===== config.mk =====
export PLATFORM = sky130hd
export DESIGN_NAME = sigma_delta_modulator
export DESIGN_NICKNAME = d
export VERILOG_FILES = /design/src/rtl/sdm_pkg.sv /design/src/rtl/sdm_sat_integrator.sv /design/src/rtl/sigma_delta_modulator.sv
export SDC_FILE = /design/constraint.sdc
export NUM_CORES = 1
export LEC_CHECK = 0
export CORE_MARGIN = 1.5
export CORE_UTILIZATION = 40
export CTS_CLUSTER_DIAMETER = 60
export DETAILED_ROUTE_END_ITERATION = 16
export PLACE_DENSITY = 0.67
export SKIP_CTS_REPAIR_TIMING = 1
export SKIP_LAST_GASP = 1
export SLEW_MARGIN = 20
export SYNTH_ARGS = -nofsm -noshare
export SYNTH_HDL_FRONTEND = slang
export SYNTH_SLANG_ARGS = --single-unit

===== constraint.sdc =====
create_clock -name clk -period 14.15 [get_ports clk]
set_input_delay 1.415 -clock clk [delete_from_list [all_inputs] [get_ports clk]]
set_output_delay 1.415 -clock clk [all_outputs]
set_load 0.01 [all_outputs]

===== src/rtl/sdm_pkg.sv =====
// sdm_pkg: shared state type, full-scale helper, clamp function and LFSR constants
// for the sigma-delta modulator (dither logic in the top is gated by SDM_DITHER_EN).
package sdm_pkg;

    typedef enum logic {
        RUN     = 1'b0,
        RECOVER = 1'b1
    } sdm_state_t;

    localparam int SAT_MAX_W = 64;

    localparam logic [15:0] LFSR_SEED = 16'hACE1;
    // Feedback taps for x^16 + x^14 + x^13 + x^11 + 1, shifting towards the MSB.
    localparam logic [15:0] LFSR_TAPS = 16'hB400;

    typedef struct packed {
        logic signed [SAT_MAX_W-1:0] value;
        logic                        hit;
    } sat_t;

    function automatic int fs_of(input int in_w);
        return 1 << (in_w - 1);
    endfunction

    function automatic sat_t sat(input logic signed [SAT_MAX_W-1:0] value, input int acc_w);
        logic signed [SAT_MAX_W-1:0] hi;
        logic signed [SAT_MAX_W-1:0] lo;
        sat_t                        r;
        hi      = (64'sd1 <<< (acc_w - 1)) - 64'sd1;
        lo      = -hi - 64'sd1;
        r.value = value;
        r.hit   = 1'b0;
        if (value > hi) begin
            r.value = hi;
            r.hit   = 1'b1;
        end else if (value < lo) begin
            r.value = lo;
            r.hit   = 1'b1;
        end
        return r;
    endfunction

endpackage


===== src/rtl/sdm_sat_integrator.sv =====
// sdm_sat_integrator: W-bit signed accumulator with a (W+2)-bit internal sum that is
// clamped before storage; nxt/sat_hit expose the clamped candidate combinationally.
module sdm_sat_integrator
    import sdm_pkg::*;
#(
    parameter int W = 24
) (
    input  logic                clk,
    input  logic                reset,
    input  logic                en,
    input  logic                clr,
    input  logic signed [W:0]   inc,
    output logic signed [W-1:0] acc,
    output logic signed [W-1:0] nxt,
    output logic                sat_hit
);
    logic signed [W+1:0] sum;
    sat_t                clamped;

    assign sum = (W+2)'(acc) + (W+2)'(inc);

    always_comb begin
        clamped = sat(SAT_MAX_W'(sum), W);
        nxt     = W'(clamped.value);
        sat_hit = clamped.hit;
    end

    always_ff @(posedge clk or negedge reset) begin
        if (!reset) begin
            acc <= '0;
        end else if (clr) begin
            acc <= '0;
        end else if (en) begin
            acc <= nxt;
        end
    end

endmodule


===== src/rtl/sigma_delta_modulator.sv =====
// sigma_delta_modulator: second-order single-bit modulator with saturating integrators
// and overload recovery; define SDM_DITHER_EN to add LFSR dither at the quantiser.
//   state   | meaning
//   RUN     | noise shaping active, counting consecutive saturated cycles
//   RECOVER | integrators held at zero, bit_out toggles as a zero-mean idle tone
module sigma_delta_modulator
    import sdm_pkg::*;
#(
    parameter int IN_W           = 16,
    parameter int ACC_W          = 24,
    parameter int OVL_LIMIT      = 8,
    parameter int RECOVER_CYCLES = 16
) (
    input  logic                   clk,
    input  logic                   reset,
    input  logic                   clk_enable,
    input  logic signed [IN_W-1:0] input_data,
    output logic                   bit_out,
    output logic                   ce_out,
    output logic                   overload,
    output logic                   recovering
);
    localparam int OVL_W = $clog2(OVL_LIMIT + 1);
    localparam int REC_W = $clog2(RECOVER_CYCLES + 1);
    localparam logic signed [ACC_W:0] FS_V = (ACC_W+1)'(fs_of(IN_W));

    sdm_state_t              state, state_nxt;
    logic [OVL_W-1:0]        ovl_cnt, ovl_cnt_nxt;
    logic [REC_W-1:0]        rec_cnt, rec_cnt_nxt;
    logic                    bit_nxt, ovl_nxt, int_en, int_clr, q_pos;
    logic signed [ACC_W-1:0] i1, i2, i1n, i2n;
    logic                    sat1, sat2;
    logic signed [ACC_W:0]   v, inc1, inc2, q_val;
    logic signed [4:0]       d;

    assign v    = bit_out ? FS_V : -FS_V;
    assign inc1 = (ACC_W+1)'(input_data) - v;
    assign inc2 = (ACC_W+1)'(i1) - (v <<< 1);

    sdm_sat_integrator #(.W(ACC_W)) u_int1 (
        .clk(clk), .reset(reset), .en(int_en), .clr(int_clr),
        .inc(inc1), .acc(i1), .nxt(i1n), .sat_hit(sat1)
    );

    sdm_sat_integrator #(.W(ACC_W)) u_int2 (
        .clk(clk), .reset(reset), .en(int_en), .clr(int_clr),
        .inc(inc2), .acc(i2), .nxt(i2n), .sat_hit(sat2)
    );

`ifdef SDM_DITHER_EN
    logic [15:0] lfsr;

    always_ff @(posedge clk or negedge reset) begin
        if (!reset) begin
            lfsr <= LFSR_SEED;
        end else if (clk_enable) begin
            lfsr <= {lfsr[14:0], ^(lfsr & LFSR_TAPS)};
        end
    end

    assign d = $signed({1'b0, lfsr[3:0]}) - 5'sd8;
`else
    assign d = '0;
`endif

    // Dither only biases the decision; i2 stores the undithered value.
    assign q_val = (ACC_W+1)'(i2n) + (ACC_W+1)'(d);
    assign q_pos = ~q_val[ACC_W];

    always_comb begin
        state_nxt   = state;
        ovl_cnt_nxt = ovl_cnt;
        rec_cnt_nxt = rec_cnt;
        bit_nxt     = bit_out;
        ovl_nxt     = 1'b0;
        int_en      = 1'b0;
        int_clr     = 1'b0;
        if (clk_enable) begin
            unique case (state)
                RUN: begin
                    if ((sat1 || sat2) && (ovl_cnt == OVL_W'(OVL_LIMIT - 1))) begin
                        ovl_nxt     = 1'b1;
                        int_clr     = 1'b1;
                        rec_cnt_nxt = '0;
                        ovl_cnt_nxt = OVL_W'(OVL_LIMIT);
                        state_nxt   = RECOVER;
                    end else begin
                        ovl_cnt_nxt = (sat1 || sat2) ? ovl_cnt + 1'b1 : '0;
                        int_en      = 1'b1;
                        bit_nxt     = q_pos;
                    end
                end
                RECOVER: begin
                    bit_nxt     = ~bit_out;
                    rec_cnt_nxt = rec_cnt + 1'b1;
                    if (rec_cnt == REC_W'(RECOVER_CYCLES - 1)) begin
                        ovl_cnt_nxt = '0;
                        state_nxt   = RUN;
                    end
                end
                default: state_nxt = RUN;
            endcase
        end
    end

    always_ff @(posedge clk or negedge reset) begin
        if (!reset) begin
            state    <= RUN;
            ovl_cnt  <= '0;
            rec_cnt  <= '0;
            bit_out  <= 1'b0;
            overload <= 1'b0;
            ce_out   <= 1'b0;
        end else begin
            state    <= state_nxt;
            ovl_cnt  <= ovl_cnt_nxt;
            rec_cnt  <= rec_cnt_nxt;
            bit_out  <= bit_nxt;
            overload <= ovl_nxt;
            ce_out   <= clk_enable;
        end
    end

    assign recovering = (state == RECOVER);

endmodule

==> reports/qor.txt <==
Async SR Flop Fraction -> 100%
Outcome -> complete, no violations
Initial core utilization -> 41.6%
Fmax -> 178 MHz
Worst EP required -> 14.36 ns
Post-Syn Instances -> 708
Detail Route Antenna Nets -> 0
DR vias -> 5,440
Setup TNS -> 0 ns
Area post-placement -> 6190 um2
Vias in the first global route -> 5,336
Vert. Die Dim -> 124 um
Final setup viols -> 0
DIE AREA -> 15,300 um2
Nets -> 799
Setup crit start kind -> flip-flop
Setup CP Type -> flip-flop to flip-flop
Slew Limit Fails -> 0
Iteration-0 DRC Markers -> 395
Syn nets -> 793
Post-synthesis sequential area ratio -> 26.1%
Root buffer cell -> clkbuf_16
Mean post-synth cell area -> 8.25 um2
Filler cell count -> 1,362
Post-synth top area cell -> dfrtp_1
Fin crit share -> 39.8%
DP Wirelength -> 11.6 mm
DRC -> 0
Clock Pin Slew Worst Setup and Hold Paths -> 0.06 ns
RSZ-0062 raised after global routing -> no
Worst EP arrival -> 5.83 ns
TritonRoute pass-1 iters -> 5
Final Cell Area -> 6480 um2
TritonCTS clock tree -> yes
Routed len/inst -> 17.2 um
Total GRT Usage -> 21.5%
Largest net degree at the start of global routing -> 62
Synth-to-layout area growth -> 10.9%
GRT overflow -> 0
EDFF count, synth -> 0
Worst-path maximum fanout -> 22
Port bufs -> 22
Slew headroom -> 43.9%
Worst setup EP type -> flip-flop
Largest cells by area after synthesis -> dfrtp_1, ha_1, a21oi_1, a211oi_1, nand2_1
Max cap viols -> 0
Number of diodes -> 0
Row Count -> 43
Die width -> 124 um
Least-Margin Pin Slew -> 0.842 ns
Synth Flop Type -> dfrtp_1
First-pass GRT wire length -> 26.2 mm
Sink Count -> 61
Post-synth top cells -> a21oi_1, nand2_1, ha_1, dfrtp_1, nor2_1
Layout cells sized above 1 -> 6.54%
Number of H-tree levels -> 3
HP Class -> flip-flop to flip-flop
Distinct cell type count after synthesis -> 74
Count leader, synth -> a21oi_1
Initial antenna violation count -> 0
Via density -> 6.05
Yosys reg bits -> 61
Top cell type's share of synthesized area -> 26.1%
CTS max path bufs -> 2
Syn. warnings -> 0
I/O pin cnt -> 23
Final core area utilization -> 46.1%
Clock Skews -> 0.00819 ns
Cts bufs inserted -> 9
Cell area after synthesis -> 5840 um2
WHS -> 0.515 ns
Fin crit period -> 5.63 ns
WL final -> 15.4 mm
Routability cong. -> 0.888
Clock latency on the worst-skew pair -> 0.33 ns
Core box area -> 14,000 um2
Final hold vios -> 0
==> worst paths after layout <==
| kind | startpoint | to | slack, ns | cells past startpoint |
|---|---|---|---|---|
| max | bit_out | u_int1.acc[21] | 8.52 | 19 |
| min | rec_cnt[4] | rec_cnt[4] | 0.52 | 1 |
| max reg2reg | bit_out | u_int1.acc[21] | 8.52 | 19 |
| min reg2reg | rec_cnt[4] | rec_cnt[4] | 0.52 | 1 |
| max in group asynchronous | reset | u_int2.acc[6] | 12.37 | 2 |
| min in group asynchronous | reset | u_int1.acc[18] | 1.24 | 2 |
==> state kept, by name (all words and copies together) (netlist names) <==
name	cells
u_int1.acc	24
u_int2.acc	24
rec_cnt	5
ovl_cnt	4
bit_out	1
ce_out	1
overload	1
recovering	1
==> per-layer routing <==
layer  wire length [um]  global-route usage [%]  share of wire, %  vias up
met2               7250                    35.7                47      139
li1                   -                       -                 -     2676
met3                706                    3.43               4.6       20
met4                172                    4.60               1.1        0
met1               7300                    29.5                47     2605
met5                  0                       0                 0        -
==> worst max-delay path, cell delays in order, from the launching register on <==
cell and delay [ns]:
dfrtp_1 0.58, inv_1 0.23, fa_1 0.49, inv_1 0.07
a21oi_1 0.06, o21bai_1 0.21, a21oi_1 0.10, o21bai_1 0.20
xor2_1 0.26, ha_1 0.33, a221oi_1 0.48, nor2b_1 0.12
a2111oi_0 0.48, and3_1 0.25, a211oi_1 0.11, and4_1 0.24
o32a_1 0.34, nor3_4 0.45, buf_4 0.37, nor3_1 0.11
==> layout make-up <==
cell class	instances	area (um2)	area share, %
Timing Repair Buffer	28	260	4.02
Tap cell	180	225	3.48
Sequential cell	61	1530	23.6
Clock buffer	9	225	3.48
Multi-Input combinational cell	588	4090	63.1
Clock inverter	7	57.6	0.888
Inverter	26	97.6	1.51
==> cell families after synthesis <==
kind of cell / after synthesis / share of synthesized area, %
xor gates and xnor gates: 45 / 6.75
DFF: 61 / 26.1
and+or+nand+nor: 194 / 15.7
AOI/OAI and AO/OA: 280 / 32.2
muxes: 3 / 0.535
adders and majority gates: 66 / 14.5
buffers and inverters: 59 / 4.13
==> cell usage in the layout, fill, tap and decap left out, types with 3 or more instances in the layout <==
| master | count |
|---|---|
| a2111oi_0 | 3 |
| a211o_1 | 5 |
| a211oi_1 | 36 |
| a21o_1 | 29 |
| a21oi_1 | 76 |
| a31o_2 | 4 |
| a31oi_1 | 7 |
| a41oi_1 | 3 |
| and3_1 | 11 |
| buf_4 | 6 |
| clkbuf_16 | 9 |
| clkdlybuf4s50_1 | 21 |
| clkinv_4 | 4 |
| dfrtp_1 | 61 |
| fa_1 | 3 |
| ha_1 | 63 |
| inv_1 | 26 |
| nand2_1 | 66 |
| nand2b_1 | 5 |
| nand3_1 | 18 |
| nand3b_1 | 3 |
| nand4_1 | 5 |
| nor2_1 | 47 |
| nor2b_1 | 5 |
| nor3_1 | 14 |
| o2111ai_1 | 3 |
| o211ai_1 | 7 |
| o21a_1 | 5 |
| o21ai_0 | 45 |
| o21ai_1 | 10 |
| o21bai_1 | 10 |
| o22ai_1 | 3 |
| or2_2 | 5 |
| or3_1 | 3 |
| xnor2_1 | 28 |
| xor2_1 | 17 |
==> through the flow <==
| stage | std cells | worst slack [ns] |
|---|---|---|
| CTS | 899 | 8.21 |
| detailed placement | 883 | 7.86 |
| floorplan | 708 | 9.46 |
| global route | 899 | 8.17 |
| finish | 899 | 8.52 |
| global placement | 883 | 8.12 |
Power is not shown: default switching activity piles up to over one toggle a cycle in this logic, so the estimate is an artifact.
